### config.mk
export PLATFORM = sky130hd
export DESIGN_NAME = keypad_scan_ctrl_flat
export DESIGN_NICKNAME = d
export VERILOG_FILES = /design/src/rtl/keypad_pkg.sv /design/src/rtl/keypad_scan_ctrl_if.sv /design/src/rtl/keypad_decode.sv /design/src/rtl/keypad_scan_ctrl.sv /design/src/flat_wrapper.sv
export SDC_FILE = /design/constraint.sdc
export NUM_CORES = 1
export LEC_CHECK = 0
export ABC_AREA = 0
export CORE_MARGIN = 10
export CORE_UTILIZATION = 55
export DETAILED_ROUTE_END_ITERATION = 10
export PLACE_DENSITY = 0.8
export SLEW_MARGIN = 10
export SYNTH_ARGS = -nofsm -noshare
export SYNTH_HDL_FRONTEND = slang
export SYNTH_SLANG_ARGS = --single-unit
### constraint.sdc
create_clock -name clk -period 2.83 [get_ports clk]
set_input_delay 0.4245 -clock clk [delete_from_list [all_inputs] [get_ports clk]]
set_output_delay 0.4245 -clock clk [all_outputs]
set_load 0.01 [all_outputs]
### src/rtl/keypad_pkg.sv
// keypad_pkg: shared definitions for the 4x4 keypad scanner.
//   keypad_state_e : scanner FSM state encoding
//   NUM_ROWS       : number of keypad rows (and columns)
//   KEY_MAP        : hex code for each (row_idx, column) position
//   row_onehot()   : row index to one-hot row drive pattern
package keypad_pkg;

  localparam int NUM_ROWS = 4;

  typedef enum logic [1:0] {
    ST_SCAN     = 2'd0,
    ST_DEBOUNCE = 2'd1,
    ST_EMIT     = 2'd2,
    ST_RELEASE  = 2'd3
  } keypad_state_e;

  // Indexed as KEY_MAP[row_idx][column], column 0 is col[0].
  localparam logic [3:0] KEY_MAP [NUM_ROWS][NUM_ROWS] = '{
    '{4'hA, 4'h0, 4'hB, 4'hF},
    '{4'h7, 4'h8, 4'h9, 4'hE},
    '{4'h4, 4'h5, 4'h6, 4'hD},
    '{4'h1, 4'h2, 4'h3, 4'hC}
  };

  function automatic logic [3:0] row_onehot(input logic [1:0] idx);
    return 4'b0001 << idx;
  endfunction

endpackage

### src/rtl/keypad_scan_ctrl_if.sv
// keypad_scan_ctrl_if: key event stream from the scanner to its consumer.
//   key_valid : scanner has a debounced key code available
//   key_code  : hex code of the accepted key
//   key_ready : consumer accepts key_code this cycle
//   key_held  : a key is being debounced, emitted or awaiting release
// Handshake: key_valid/key_code are held stable until a cycle in which
// key_valid and key_ready are both high; that cycle transfers the key, and
// key_valid drops on the following cycle. key_ready may be driven freely.
interface keypad_scan_ctrl_if;
  logic       key_valid;
  logic [3:0] key_code;
  logic       key_ready;
  logic       key_held;

  modport master (
    output key_valid,
    output key_code,
    output key_held,
    input  key_ready
  );

  modport slave (
    input  key_valid,
    input  key_code,
    input  key_held,
    output key_ready
  );
endinterface

### src/rtl/keypad_decode.sv
// keypad_decode: combinational key lookup.
//   row_idx    : currently driven row (0..3)
//   col        : column sense pattern
//   code       : KEY_MAP entry for row_idx and the set column (only
//                meaningful when single_hot is high)
//   single_hot : exactly one column bit is set
module keypad_decode
  import keypad_pkg::*;
(
  input  logic [1:0] row_idx,
  input  logic [3:0] col,
  output logic [3:0] code,
  output logic       single_hot
);

  logic [1:0] col_idx;

  always_comb begin
    col_idx = 2'd0;
    case (col)
      4'b0001: col_idx = 2'd0;
      4'b0010: col_idx = 2'd1;
      4'b0100: col_idx = 2'd2;
      4'b1000: col_idx = 2'd3;
      default: col_idx = 2'd0;
    endcase
  end

  assign code       = KEY_MAP[row_idx][col_idx];
  // x & (x-1) clears the lowest set bit; zero result means at most one bit.
  assign single_hot = (col != 4'd0) && ((col & (col - 4'd1)) == 4'd0);

endmodule

### src/rtl/keypad_scan_ctrl.sv
// keypad_scan_ctrl: 4x4 matrix keypad scanner with debounce and a
// valid/ready key event output.
//   clk       : clock
//   reset     : synchronous active-high reset
//   col       : column sense (active high, already synchronized)
//   row       : one-hot row drive
//   key_if    : key event stream (master side), see keypad_scan_ctrl_if
//   state_dbg : current FSM state (keypad_state_e encoding)
// Each row is driven for SETTLE_CYCLES before its columns are sampled. A
// single-column hit is debounced for DEBOUNCE_CYCLES, emitted once, and the
// scanner then waits for DEBOUNCE_CYCLES of all-zero columns before moving
// on. Multi-column samples are treated as ghosting and skipped.
module keypad_scan_ctrl
  import keypad_pkg::*;
#(
  parameter int SETTLE_CYCLES   = 2,
  parameter int DEBOUNCE_CYCLES = 4
) (
  input  logic                clk,
  input  logic                reset,
  input  logic [3:0]          col,
  output logic [3:0]          row,
  keypad_scan_ctrl_if.master  key_if,
  output logic [1:0]          state_dbg
);

  localparam logic [1:0] SCAN     = ST_SCAN;
  localparam logic [1:0] DEBOUNCE = ST_DEBOUNCE;
  localparam logic [1:0] EMIT     = ST_EMIT;
  localparam logic [1:0] RELEASE  = ST_RELEASE;

  // One counter is shared by settle, debounce and release timing; it only
  // ever needs to reach the larger terminal value minus one.
  localparam int MAX_CNT = (SETTLE_CYCLES > DEBOUNCE_CYCLES) ? SETTLE_CYCLES
                                                             : DEBOUNCE_CYCLES;
  localparam int CNT_W   = (MAX_CNT > 1) ? $clog2(MAX_CNT) : 1;
  localparam logic [CNT_W-1:0] SETTLE_LAST   = CNT_W'(SETTLE_CYCLES - 1);
  localparam logic [CNT_W-1:0] DEBOUNCE_LAST = CNT_W'(DEBOUNCE_CYCLES - 1);

  logic [1:0]       state_q;
  logic [1:0]       row_idx_q;
  logic [3:0]       row_q;
  logic [CNT_W-1:0] cnt_q;
  logic [3:0]       col_lat_q;
  logic             key_valid_q;
  logic [3:0]       key_code_q;

  logic [3:0]       dec_col;
  logic [3:0]       dec_code;
  logic             dec_single_hot;
  logic [1:0]       row_idx_inc;

  // In SCAN the live columns are qualified; afterwards the latched pattern
  // supplies the code so it matches what was debounced.
  assign dec_col     = (state_q == SCAN) ? col : col_lat_q;
  assign row_idx_inc = row_idx_q + 2'd1;

  keypad_decode u_decode (
    .row_idx    (row_idx_q),
    .col        (dec_col),
    .code       (dec_code),
    .single_hot (dec_single_hot)
  );

  always_ff @(posedge clk) begin
    if (reset) begin
      state_q     <= SCAN;
      row_idx_q   <= 2'd0;
      row_q       <= 4'b0001;
      cnt_q       <= '0;
      col_lat_q   <= 4'd0;
      key_valid_q <= 1'b0;
      key_code_q  <= 4'd0;
    end else begin
      case (state_q)
        SCAN: begin
          if (cnt_q == SETTLE_LAST) begin
            cnt_q <= '0;
            if (dec_single_hot) begin
              col_lat_q <= col;
              state_q   <= DEBOUNCE;
            end else begin
              // Nothing pressed, or a ghost/multi-key pattern: next row.
              row_idx_q <= row_idx_inc;
              row_q     <= row_onehot(row_idx_inc);
            end
          end else begin
            cnt_q <= cnt_q + 1'b1;
          end
        end

        DEBOUNCE: begin
          if (col != col_lat_q) begin
            state_q <= SCAN;
            cnt_q   <= '0;
          end else if (cnt_q == DEBOUNCE_LAST) begin
            state_q     <= EMIT;
            cnt_q       <= '0;
            key_valid_q <= 1'b1;
            key_code_q  <= dec_code;
          end else begin
            cnt_q <= cnt_q + 1'b1;
          end
        end

        EMIT: begin
          // key_valid_q is always high here; columns are ignored.
          if (key_if.key_ready) begin
            key_valid_q <= 1'b0;
            state_q     <= RELEASE;
            cnt_q       <= '0;
          end
        end

        RELEASE: begin
          if (col != 4'd0) begin
            cnt_q <= '0;
          end else if (cnt_q == DEBOUNCE_LAST) begin
            state_q   <= SCAN;
            cnt_q     <= '0;
            row_idx_q <= row_idx_inc;
            row_q     <= row_onehot(row_idx_inc);
          end else begin
            cnt_q <= cnt_q + 1'b1;
          end
        end

        default: begin
          state_q <= SCAN;
          cnt_q   <= '0;
        end
      endcase
    end
  end

  assign row              = row_q;
  assign state_dbg        = state_q;
  assign key_if.key_valid = key_valid_q;
  assign key_if.key_code  = key_code_q;
  assign key_if.key_held  = (state_q != SCAN);

endmodule

### src/flat_wrapper.sv
// flat-port wrapper written by rule: the top's interface ports become plain ports
module keypad_scan_ctrl_flat import keypad_pkg::*;
#(
  parameter int SETTLE_CYCLES   = 2,
  parameter int DEBOUNCE_CYCLES = 4
)
  (clk, reset, col, row, state_dbg, key_if_key_valid, key_if_key_code, key_if_key_held, key_if_key_ready);
  keypad_scan_ctrl_if key_if_i ();
  input  logic clk;
  input  logic reset;
  input  logic [3:0] col;
  output logic [3:0] row;
  output logic [1:0] state_dbg;
  output wire logic [$bits(key_if_i.key_valid)-1:0] key_if_key_valid;
  output wire logic [$bits(key_if_i.key_code)-1:0] key_if_key_code;
  output wire logic [$bits(key_if_i.key_held)-1:0] key_if_key_held;
  input wire logic [$bits(key_if_i.key_ready)-1:0] key_if_key_ready;
  assign key_if_key_valid = key_if_i.key_valid;
  assign key_if_key_code = key_if_i.key_code;
  assign key_if_key_held = key_if_i.key_held;
  assign key_if_i.key_ready = key_if_key_ready;
  keypad_scan_ctrl #(.SETTLE_CYCLES(SETTLE_CYCLES), .DEBOUNCE_CYCLES(DEBOUNCE_CYCLES)) u_core (.clk(clk), .reset(reset), .col(col), .row(row), .key_if(key_if_i), .state_dbg(state_dbg));
endmodule
==> impl_metrics.csv <==
group,metric,value,unit
synthesis,synth_cells,156,
floorplan,coreArea,2455,sq um
floorplan,start_util,56.83,%
layout,areaGrowthSynthToFinish,11.03,%
power,power_switching_share,31.23,%
clock_network,clkTransAtPathRegs,0.11,ns
timing,slew_headroom,46.95,%
timing,finalSetupViolations,0,
routing,drc_errors,0,
timing,finalMaxSlewViolations,0,
clock_network,clock_sink_count,19,
routing,drtPass1Iterations,4,
timing,worstMarginPinSlew,0.7932,ns
synthesis,synth_most_common_cell,"dfxtp_1",
clock_network,cts-htree-levels,1,
synthesis,syn-num-nets,172,
routing,antenna_left,0,
layout,fin_nets,185,
clock_network,root_buffer,"clkbuf_4",
grt,overflow,0,
synthesis,synth_flop_cell,"dfxtp_1",
clock_network,clockBufferDepth,2,
flow_run,maxCapViolations,0,
timing,fin_crit_sh,77.81,%
clock_network,post_cts_buffers,0,
grt,antenna_found_initial,0,
clock_network,insertion_delay,0.29,ns
synthesis,synth_seq_cells,19,
timing,min_period,2.202,ns
power,share_comb_of_total_power,26.5,%
synthesis,synth_area_per_cell,8.943,sq um
setup_path,crit_path_start_kind,"register",
setup_path,critPathTopFamily,"buffers and inverters",
setup_path,crit_path_max_fanout,13,
layout,multiInputGateArea,885.9,sq um
synthesis,synthArstFlopShare,0,%
floorplan,die_w,70.37,microns
layout,fillerInstances,228,
power,total_power,591.2,uW
timing,finalSetupTns,0,ns
power,seq_power_share,50.9,%
grt,grt_max_degree,25,
floorplan,io_pins,19,
grt,grt_util_all_layers,11.78,%
synthesis,yosysTopAreaCellShare,27.26,%
routing,wire_per_inst,14.01,microns
setup_path,path_class,"reg -> out",
hold_path,hold_path.class,"reg -> reg",
place,portBuffers,18,
synthesis,synth_edf_count,0,
clock_network,cts_buffers,3,
timing,hold_slack,0.4652,ns
floorplan,die_area,4951,sq um
synthesis,yosysWarnings,0,
power,p_sw,184.6,uW
place,hpwl,2197,microns
power,clockPowerShare,22.5,%
layout,diodes,0,
routing,initialDrtViolationCount,54,
timing,skew,0.003891,ns
clock_network,cts_hold_buf,0,
setup_path,cp-end-kind,"output pin",
timing,timing.fmax,454.1,MHz
power,ir_worst_vdd,0.0003737,V
synthesis,synth_area_leaders,"dfxtp_1, ha_1, mux2i_1",
layout,drive_above_1_share,10.12,%
routing,finalWirelength,2774,microns
power,power.internal,406.6,uW
setup_path,path_buf_inv,2,
power,p_leak,0.6161,nW
setup_path,arrival,1.78,ns
clock_network,cts_resized,0,
layout,register_area,380.4,sq um
setup_path,max_stage_delay,0.69,ns
timing,grt_setup_unrepaired,"false",
outcome,status,"complete, no violations",
power,power_density,381.6,nW/um^2
synthesis,yosysSeqAreaShare,27.26,%
place,gp_congestion,0.9114,
setup_path,cpMaxStageDelayCell,"dfxtp_1",
grt,grt_pass1_vias,1108,
timing,hold_viol,0,
floorplan,die_y,70.37,microns
floorplan,rows,18,
clock_network,tritoncts,"done",
setup_path,path_cells,"nor2_8 -> inv_2 -> clkdlybuf4s50_1",
synthesis,netlist_area,1395,sq um
routing,viasPerCell,5.682,
routing,vias,1125,
synthesis,synth_commonest_cells,"dfxtp_1, nor2_1, nand2_1",
synthesis,yosysUniqueCellTypes,48,
grt,grt_first_pass_wirelength,5064,microns
synthesis,yosysTopAreaCell,"dfxtp_1",
setup_path,worstPathRequired,2.41,ns
## cell type report
class	count	share of cell area [%]
multi-input cells	117	57.19
flip-flops and latches	19	24.56
well taps	30	2.423
repair buffers	18	11.63
inverters	10	2.423
clock buffers	3	1.454
clock inverters	1	0.3231
## stage by stage
stage	worst slack [ns]	cell area, sq um	cells	util (%)
global route	0.5113	1549	198	63.10
detailed placement	0.4137	1521	194	61.98
CTS	0.6067	1549	198	63.10
floorplan	1.279	1395	156	-
finish	0.6279	1549	198	63.10
global placement	0.4720	1521	194	61.98
## routing by layer
layer	share of wire, %	GRT usage (%)	wire length, microns
met5	0	0	0
met4	1.3	2.851	36
met3	5.5	4.379	153
met2	50	20.06	1395
met1	43	13.44	1189
## kinds of logic (layout without fill, tap and decap cells)
group / Yosys count / count (layout) / synth area share (%)
muxes: 10 / 10 / 7.354
buffers and inverters: 20 / 32 / 9.237
adders and majority gates: 9 / 9 / 8.072
xor gates and xnor gates: 10 / 10 / 7.354
AOI/OAI and AO/OA: 34 / 34 / 17.22
DFF: 19 / 19 / 27.26
and+or+nand+nor: 54 / 54 / 23.50
## placed cells by master, fill, tap and decap left out, types with 2 or more instances in the layout
master,instances
and3_1,2
clkdlybuf4s50_1,18
o31ai_1,2
o21ai_0,2
xor2_2,2
o21ai_1,5
nor4b_2,2
clkbuf_4,3
xnor2_1,2
a211o_1,2
nor3b_2,2
nand2_1,10
nand3b_1,2
a21oi_1,7
and2_1,2
nand4_1,2
nand3_1,5
a311oi_1,2
ha_1,9
xor2_1,6
a31oi_1,2
dfxtp_1,19
nor2_1,18
inv_1,9
o211ai_1,3
mux2i_1,8
nor3_1,3
## worst paths after layout
path / startpoint / to / slack, ns / depth (start not counted)
worst max register to register: register / u_core.row_idx_q[1]$_SDFFE_PP0P_ / 0.99 / 6
worst max-delay path: register / key_if_key_held / 0.63 / 3
worst min-delay path: u_core.key_if.key_code[2]$_SDFFE_PP0P_ / u_core.key_if.key_code[2]$_SDFFE_PP0P_ / 0.47 / 2
worst min register to register: u_core.key_if.key_code[2]$_SDFFE_PP0P_ / u_core.key_if.key_code[2]$_SDFFE_PP0P_ / 0.47 / 2
## power groups by stage
stage / clock network [mW] / registers (mW) / logic [mW]
final: 0.133 / 0.301 / 0.157
after global routing: 0.152 / 0.305 / 0.177
after CTS: 0.142 / 0.301 / 0.158
after detailed placement: 0 / 0.308 / 0.156
after global placement: 0 / 0.307 / 0.153
after floorplan: 0 / 0.303 / 0.125
## sequential cells by signal, summed over array words and instances (netlist names), named ones only
signal and cells:
u_core.row 4, u_core.cnt_q 2, u_core.key_if.key_code 4, u_core.row_idx_q 2
u_core.key_if.key_valid 1, u_core.state_dbg 1, u_core.col_lat_q 4
## worst min-delay path, cell delays in order, from the launching register on
cell and delay (ns):
dfxtp_1 0.33, nand2_1 0.05, a21oi_1 0.05
No activity file was read; power rests on OpenSTA's default activity.
==> variant: new RTL, same flow settings <==
`SETTLE_CYCLES` is set to 2 in 2 places; all go to 4.
--- a/src/rtl/keypad_scan_ctrl.sv
+++ b/src/rtl/keypad_scan_ctrl.sv
@@ -15,3 +15,3 @@
 #(
-  parameter int SETTLE_CYCLES   = 2,
+  parameter int SETTLE_CYCLES   = 4,
   parameter int DEBOUNCE_CYCLES = 4
--- a/src/flat_wrapper.sv
+++ b/src/flat_wrapper.sv
@@ -3,3 +3,3 @@
 #(
-  parameter int SETTLE_CYCLES   = 2,
+  parameter int SETTLE_CYCLES   = 4,
   parameter int DEBOUNCE_CYCLES = 4
Behaviour: not the same (a bounded check fails within 4 cycles, from zero or initial values and one cycle with reset high).
==> variant against the unedited design <==
Total power up 3.5%; sequential cell count unchanged; worst setup slack worse by 0.15 ns; design area up 7.8%; register-to-register slack worse by 0.51 ns; synthesized cell count up 12%; critical path depth up 4; wire length up 23%; synthesized area up 5.8%; clock skew up 0.0030 ns; critical path type is now register to register; critical endpoint is now u_core.key_if.key_code[0]; highest routed layer unchanged.
==> variant: results (changes against the unedited design) <==
stage	metric	value	unit	change
status	status	completed		unchanged
yosys	synth_common_cells	dfxtp_1 (19), nand2_1 (13), nand3_1 (13)		was dfxtp_1 (19), nor2_1 (18), nand2_1 (10)
placement	place_ws	0.354	ns	was 0.414 ns
worst_setup_path	arrival	2.57	ns	was 1.78 ns
placement	place.gp.congestion	0.917		was 0.911
grt	antenna_found_initial	0		unchanged
hold_path	hp-class	register to register		unchanged
placement	dp.final_hpwl	2.57	mm	was 2.20 mm
yosys	synthArstFlopShare	0		unchanged
pwr	p_leak	0.692	nW	was 0.616 nW
route	wl	3.40	mm	was 2.77 mm
final_layout	drive_above_1_share	0.0963		was 0.101
yosys	synth.distinct_cells	52		was 48
route	vias_per_cell	6.09		was 5.68
sta	fin_skew	0.00692	ns	was 0.00389 ns
clocking	cts_resized	0		unchanged
yosys	synth_fp_nets	192		was 172
worst_setup_path	crit_path_top_delay_cell	dfxtp_1		unchanged
placement	placed_cell_area	0.00164	mm^2	was 0.00152 mm^2
pwr	p_sw_frac	0.337		was 0.312
final_layout	num_antenna_cells	0		unchanged
worst_setup_path	slowest_delay	0.46	ns	was 0.69 ns
worst_setup_path	critical_path.max_fanout	12		was 13
worst_setup_path	worstRegToRegCells	7		was 6
sta	maxSlewHeadroom	0.615		was 0.470
yosys	synth_top_cells_by_area	dfxtp_1 (26%), ha_1 (9.3%), xor2_1 (5.3%)		was dfxtp_1 (27%), ha_1 (8.1%), mux2i_1 (5.7%)
grt	grt_max_degree	16		was 25
placement	portBuffers	18		unchanged
clocking	clockRootBuffer	clkbuf_4		unchanged
hold_path	holdPathStages	2		unchanged
pwr	ir_drop	0.000355	V	was 0.000374 V
clocking	cts.path.max_buffers	2		unchanged
route	firstDrtPassIters	4		unchanged
yosys	ys_seq_area_frac	0.258		was 0.273
grt	gr-usage-all-layers	0.138		was 0.118
final_layout	nets	206		was 185
yosys	yosysWarningCount	0		unchanged
route	drt-initial-drc-count	67		was 54
yosys	synthFlopType	dfxtp_1		unchanged
clocking	h-tree-depth	1		unchanged
clocking	worst_skew_pair.late_latency	0.32	ns	was 0.29 ns
clocking	postCtsSetupBuffers	0		unchanged
clocking	cts_inserted_buffers	3		unchanged
clocking	path_clk_slew	0.12	ns	
grt	grt_pass1_wl	5.96	mm	was 5.06 mm
grt	grt_pass1_vias	1293		was 1108
variant: path summary, 6_finish.rpt:
check                              end  slack (ns)                start
max          u_core.key_if.key_code[0]        0.48  u_core.state_dbg[0]
min                    u_core.cnt_q[1]        0.48      u_core.cnt_q[1]
max reg2reg  u_core.key_if.key_code[0]        0.48  u_core.state_dbg[0]
min reg2reg            u_core.cnt_q[1]        0.48      u_core.cnt_q[1]
variant: layout make-up:
| cell class | count | area [um^2] |
|---|---|---|
| Clock buffer | 3 | 22.5 |
| Tap cell | 30 | 37.5 |
| Multi-Input combinational cell | 131 | 977 |
| Sequential cell | 19 | 380 |
| Inverter | 12 | 45.0 |
| Timing Repair Buffer | 21 | 203 |
| Fill cell | 226 | 852 |
| Clock inverter | 1 | 5.00 |
variant: worst max-delay path, delay by kind of cell, from the launching register on:
family	cells	cell delay, ns
AOI/OAI and AO/OA	2	0.54
and+or+nand+nor	3	0.79
buffers and inverters	1	0.09
DFF	1	0.46
adders and majority gates	1	0.36
variant: power groups by stage:
stage / clock (mW) / combinational [mW] / sequential, mW
final: 0.151 / 0.168 / 0.293
after global routing: 0.163 / 0.187 / 0.296
after CTS: 0.151 / 0.168 / 0.293
after detailed placement: 0 / 0.167 / 0.299
after global placement: 0 / 0.163 / 0.298
after floorplan: 0 / 0.121 / 0.298
variant: through the flow:
stage / power (mW) / utilization / instances / hold slack, ns
floorplan: 0.419 / - / 174 / 0.436
detailed placement: 0.466 / 0.651 / 213 / 0.462
global placement: 0.461 / 0.651 / 213 / 0.445
finish: 0.612 / 0.662 / 217 / 0.478
global route: 0.646 / 0.662 / 217 / 0.524
CTS: 0.611 / 0.662 / 217 / 0.478
variant: cell families after synthesis:
| kind of cell | share of synthesized area |
|---|---|
| simple gates | 0.210 |
| mux | 0.0568 |
| buf+inv | 0.0805 |
| xor+xnor | 0.0653 |
| fa+ha+maj | 0.0932 |
| flops | 0.258 |
| compound gates | 0.236 |
variant: per-layer routing:
layer,up-vias,GRT usage,share of wire
li1,661,-,-
met1,634,0.163,0.45
met2,20,0.228,0.49
met3,7,0.0303,0.044
met4,0,0.0667,0.023
met5,-,0,0
